$ cat config.mk
export PLATFORM = sky130hd
export DESIGN_NAME = mul_csv_sgn_seq
export DESIGN_NICKNAME = d
export VERILOG_FILES = /design/src/rtl/mul_csv_sgn_seq.sv
export SDC_FILE = /design/constraint.sdc
export NUM_CORES = 1
export LEC_CHECK = 0
export ABC_CLOCK_PERIOD_IN_PS = 4700
export CAP_MARGIN = 30
export CORE_MARGIN = 2
export CORE_UTILIZATION = 49
export CTS_CLUSTER_DIAMETER = 60
export DETAILED_ROUTE_END_ITERATION = 12
export PLACE_DENSITY = 0.77
export SYNTH_ARGS = -nofsm -noshare
export SYNTH_HDL_FRONTEND = slang
export SYNTH_SLANG_ARGS = --single-unit
export TNS_END_PERCENT = 30
$ cat constraint.sdc
create_clock -name clk_i -period 4.7 [get_ports clk_i]
set_input_delay 0.94 -clock clk_i [delete_from_list [all_inputs] [get_ports clk_i]]
set_output_delay 0.94 -clock clk_i [all_outputs]
set_load 0.005 [all_outputs]
$ cat src/rtl/mul_csv_sgn_seq.sv
// ---------------------------------------------------------------------------
// mul_csv_sgn_seq
//   Sequential signed multiplier. The multiplier arrives in carry-save form
//   (XS/XC) and is resolved once at accept time. digitW multiplier bits are
//   retired per cycle into a carry-save accumulator (PS/PC). An optional
//   accumulate mode adds the previous result to the new product.
//
// Ports
//   clk_i        in   clock, rising edge
//   rst_ni       in   asynchronous active-low reset
//   in_valid_i   in   operand valid
//   in_ready_o   out  operand accepted when high with in_valid_i (IDLE)
//   XS, XC       in   widthX  carry-save multiplier
//   Y            in   widthY  signed multiplicand
//   acc_i        in   1: add previous PS+PC to this product
//   out_valid_o  out  result valid (DONE)
//   out_ready_i  in   result consumed
//   PS, PC       out  widthX+widthY carry-save result (sum, carry)
// ---------------------------------------------------------------------------
package lau_pkg;
    typedef enum logic {SLOW, FAST} speed_e;
endpackage

module mul_csv_sgn_seq #(
    parameter int             widthX = 8,
    parameter int             widthY = 8,
    parameter int             digitW = 2,
    parameter lau_pkg::speed_e speed = lau_pkg::FAST
) (
    input  logic                     clk_i,
    input  logic                     rst_ni,
    input  logic                     in_valid_i,
    output logic                     in_ready_o,
    input  logic [widthX-1:0]        XS,
    input  logic [widthX-1:0]        XC,
    input  logic [widthY-1:0]        Y,
    input  logic                     acc_i,
    output logic                     out_valid_o,
    input  logic                     out_ready_i,
    output logic [widthX+widthY-1:0] PS,
    output logic [widthX+widthY-1:0] PC
);

    localparam int N   = (widthX + digitW - 1) / digitW;
    localparam int W   = widthX + widthY;
    localparam int XPW = N * digitW;             // multiplier padded to whole digits
    localparam int KW  = (N > 1) ? $clog2(N) : 1;

    typedef enum logic [1:0] {IDLE, BUSY, DONE} state_e;

    state_e              state_reg, state_next;
    logic [widthX-1:0]   x_reg;
    logic [W-1:0]        y_reg;
    logic [W-1:0]        ps_reg, pc_reg;
    logic [KW-1:0]       k_reg;

    logic                last_digit;
    int                  shamt;
    logic [XPW-1:0]      x_ext;
    logic [digitW-1:0]   dig;
    logic signed [digitW:0] dig_s;
    logic [W-1:0]        dig_w;
    logic [W-1:0]        pp;
    logic [W-1:0]        csa_s, csa_c;

    // ---------------- FSM: state register ----------------
    always_ff @(posedge clk_i or negedge rst_ni) begin
        if (!rst_ni) begin
            state_reg <= IDLE;
        end else begin
            state_reg <= state_next;
        end
    end

    // ---------------- FSM: next state ----------------
    always_comb begin
        state_next = state_reg;
        case (state_reg)
            IDLE:    if (in_valid_i)  state_next = BUSY;
            BUSY:    if (last_digit)  state_next = DONE;
            DONE:    if (out_ready_i) state_next = IDLE;
            default:                  state_next = IDLE;
        endcase
    end

    // ---------------- FSM: outputs ----------------
    always_comb begin
        in_ready_o  = (state_reg == IDLE);
        out_valid_o = (state_reg == DONE);
    end

    // ---------------- digit selection ----------------
    // The multiplier is sign-extended to a whole number of digits, so a
    // narrow top digit read as digitW bits already carries the sign in its MSB.
    assign x_ext      = XPW'($signed(x_reg));
    assign last_digit = (k_reg == KW'(N - 1));

    always_comb begin
        shamt = int'(k_reg) * digitW;
        dig   = digitW'(x_ext >> shamt);
        // Only the top digit has negative weight on its MSB.
        dig_s = last_digit ? {dig[digitW-1], dig} : {1'b0, dig};
        dig_w = W'(dig_s);
        pp    = (y_reg * dig_w) << shamt;
    end

    // ---------------- 3:2 compressor ----------------
    generate
        if (speed == lau_pkg::FAST) begin : g_csa_vec
            assign csa_s = ps_reg ^ pc_reg ^ pp;
            assign csa_c = ((ps_reg & pc_reg) | (ps_reg & pp) | (pc_reg & pp)) << 1;
        end else begin : g_csa_bit
            assign csa_c[0] = 1'b0;
            for (genvar gi = 0; gi < W; gi++) begin : g_fa
                assign csa_s[gi] = ps_reg[gi] ^ pc_reg[gi] ^ pp[gi];
                // Carry out of the MSB is dropped: the result is mod 2^W.
                if (gi < W - 1) begin : g_carry
                    assign csa_c[gi+1] = (ps_reg[gi] & pc_reg[gi]) |
                                         (ps_reg[gi] & pp[gi]) |
                                         (pc_reg[gi] & pp[gi]);
                end
            end
        end
    endgenerate

    // ---------------- datapath registers ----------------
    always_ff @(posedge clk_i or negedge rst_ni) begin
        if (!rst_ni) begin
            x_reg  <= '0;
            y_reg  <= '0;
            ps_reg <= '0;
            pc_reg <= '0;
            k_reg  <= '0;
        end else begin
            case (state_reg)
                IDLE: begin
                    if (in_valid_i) begin
                        // The only carry-propagate add in the block.
                        x_reg <= XS + XC;
                        y_reg <= W'($signed(Y));
                        k_reg <= '0;
                        // acc=1 keeps the previous result as the seed.
                        if (!acc_i) begin
                            ps_reg <= '0;
                            pc_reg <= '0;
                        end
                    end
                end
                BUSY: begin
                    ps_reg <= csa_s;
                    pc_reg <= csa_c;
                    k_reg  <= last_digit ? '0 : k_reg + KW'(1);
                end
                default: ;
            endcase
        end
    end

    assign PS = ps_reg;
    assign PC = pc_reg;

endmodule
==> impl_metrics.tcl <==
set metrics [dict create \
    leakage_uw 0.00209 \
    met1_usage_pct 27.5 \
    synth.distinct_cells 49 \
    worst_path_dominant_cell_family "adder cells" \
    worstReg2RegEnd "PS[11]" \
    r2r_cells 16 \
    utilization_pct 62.5 \
    seqCellArea_um2 1280 \
    synth_seq_cells 51 \
    h-tree-depth 2 \
    crit_buf_inv 2 \
    syn-cell-area_um2 3650 \
    tns_ps 0 \
    numCtsBuffers 5 \
    mappedNetlistNets 462 \
    initial_utilization_pct 50.6 \
    rsz0062_at_grt "yes" \
    overflow 0 \
    grt_pass1_wl_um 12800 \
    cp.required_ps 4930 \
    hold_end "x_ext[5]" \
    final.setup.worst_slack_ps 188 \
    diodes 0 \
    hold_depth 2 \
    holdWs_ps 493 \
    cts-root-buf "clkbuf_8" \
    timing.final.crit_period_ps 4510 \
    slowest_delay_ps 540 \
    vias 2875 \
    finalCritPeriodShare_pct 96.0 \
    global_route.usage.met2_pct 30.2 \
    min_from "x_ext[5]" \
    clock.fmax_mhz 222 \
    cap_violations 0 \
    detailed_place.area_um2 4360 \
    status "complete, no violations" \
    arrival_ps 4740 \
    crit_chain "mux4_2 > nand2_1 > or2_2 > fa_1 > inv_1 > fa_1 > ha_2 > fa_2 > a211oi_2 > o21ai_1 > a311oi_2 > buf_4 > mux2i_1 > mux2i_1 > fa_1 > o21ai_0" \
    start_kind "register" \
    crit_fanout 4 \
    worst-setup-path-type "register to register" \
    cts.clk_slew.worst_paths_ps 110 \
    gp_congestion 0.870 \
    synth_edf_count 0 \
    busiest_layer "met2" \
    clk_path_buf_depth 2 \
    fin_skew_ps 18.1 \
    synth_area_leader_cell "dfrtp_1" \
    largest_register_ffs 16 \
    dr.pass1.iters 4 \
    fillers 650 \
    seq_area_frac_synth_pct 35.0 \
    ys_dominant_reg_cell "dfrtp_1" \
    fp.dieArea_um2 8150 \
    core_um2 7210 \
    grt_max_degree 52 \
    p_per_area_nw_per_um2 786 \
    grt_pass1_vias 2778 \
    numClockSinks 51 \
    via_per_inst 5.27 \
    syn_inst 384 \
    nets 524 \
    row_count 31 \
    die_w_um 90.3 \
    hold_viol 0 \
    worstReg2RegStart "k_reg[0]" \
    routed_wl_um 7650 \
    yosys_warnings 0 \
    final_area_um2 4510 \
    cpMostUsedCell "fa_1" \
    finalMaxSlewViolations 0 \
    setup_viol 0 \
    io_buffers 61 \
    yosys-top-cells-count "71 x nand2_1, 51 x dfrtp_1, 38 x inv_1, 37 x o21ai_0, 25 x fa_1" \
    endpoint_kind "register" \
    ant_nets 0 \
    synth.most_common_cell "nand2_1" \
    drt_iter0_markers 152 \
    drive_above_1_share_pct 8.50 \
    die_h_um 90.3 \
    avgSynthCellArea_um2 9.50 \
    relSlewSlack_pct 38.8 \
    synthArstFlopShare_pct 100 \
    hold_path.class "register to register" \
    crit_slowest_cell "fa_1" \
    grtUsageTotal_pct 19.1 \
    antenna_found_initial 0 \
    pin_count 63 \
    tightest_slew_ps 916 \
    worst_ir_drop_vdd_mv 0.422 \
    synth_area_leaders "dfrtp_1 35%, fa_1 14%, ha_1 8.2%" \
    synth_top_area_share_pct 35.0 \
    avgRoutedWirePerCell_um 14.0 \
    multiInputGateArea_um2 2170 \
    drc 0 \
    area_delta_synth_final_pct 23.6 \
    dp_hpwl_um 5760 \
    use_met3_pct 2.75 \
    r2r_slack_ps 190 \
    dp_slack_ps -99.3 \
    clkLatencyLatePin_ps 320 \
    tritoncts "done" \
]
==> worst max-delay path by stage <==
stage / slack [ps] / endpoint / cells after the start / start
2_1_floorplan: 50 / PS[9] / 16 / k_reg[0]
5_1_grt: -3 / PS[11] / 16 / k_reg[0]
3_5_place_dp: -100 / PS[9] / 15 / k_reg[0]
4_1_cts: 40 / PS[9] / 15 / k_reg[0]
3_3_place_gp: 150 / PS[13] / 15 / k_reg[0]
6_report: 190 / PS[11] / 16 / k_reg[0]
==> layer usage <==
| layer | share of wire [%] | up-vias |
|---|---|---|
| li1 | - | 1393 |
| met1 | 47 | 1401 |
| met2 | 48 | 73 |
| met3 | 3.9 | 8 |
| met4 | 1.6 | 0 |
| met5 | 0 | - |
==> worst reg2reg max path: stages, from the launching register on <==
cell      delay [ps]
dfrtp_2          440
mux4_2           340
nand2_1           70
or2_2            300
fa_1             540
inv_1             50
fa_1             390
ha_2             200
fa_2             370
a211oi_2         220
o21ai_1          110
a311oi_2         380
buf_4            180
mux2i_1           60
mux2i_1          180
fa_1             420
o21ai_0          160
==> kinds of logic after synthesis <==
group | synth area share [%]
adder cells (fa/ha/maj) | 21.9
flip-flops | 35.0
XOR/XNOR | 3.26
AND/OR/NAND/NOR | 15.0
AO/OA/AOI/OAI | 13.4
other | 0.103
multiplexers | 5.28
buffers and inverters | 6.07
==> cell type report <==
type,count,area share [%]
inverter,39,3.24
clock buffer,5,1.53
multi-input combinational,278,48.1
clock inverter,3,1.03
tap,99,2.75
sequential,51,28.3
timing repair buffer,71,15.1
==> per-stage QoR <==
| stage | total power (uW) | cells |
|---|---|---|
| after floorplan | 2410 | 384 |
| after global placement | 3040 | 535 |
| after detailed placement | 3150 | 535 |
| after CTS | 3530 | 545 |
| after global routing | 3900 | 546 |
| final | 3550 | 546 |
==> placed cells by master, fill, tap and decap left out, types with 5 or more instances in the layout <==
cell type / instances
a21oi_1: 8
fa_1: 24
xnor2_1: 5
buf_4: 10
clkdlybuf4s50_1: 60
nor2_1: 18
nand2_1: 71
a22o_1: 9
xor2_1: 6
dfrtp_1: 50
and2_1: 15
clkbuf_8: 5
ha_1: 23
inv_1: 38
mux2i_1: 11
o21ai_0: 33
==> what timing repair did <==
item,in CTS,in global routing
setup buffers,2,1
endpoints found under the setup margin,2,11
resized for setup,0,9
pin swaps,1,2
hold buffers,0,0
==> power by group <==
| part | total, uW | switching, uW | internal, uW |
|---|---|---|---|
| registers | 804 | 162 | 643 |
| logic | 2420 | 1290 | 1130 |
| clock network | 323 | 162 | 161 |
No activity file was read; power rests on OpenSTA's default activity.
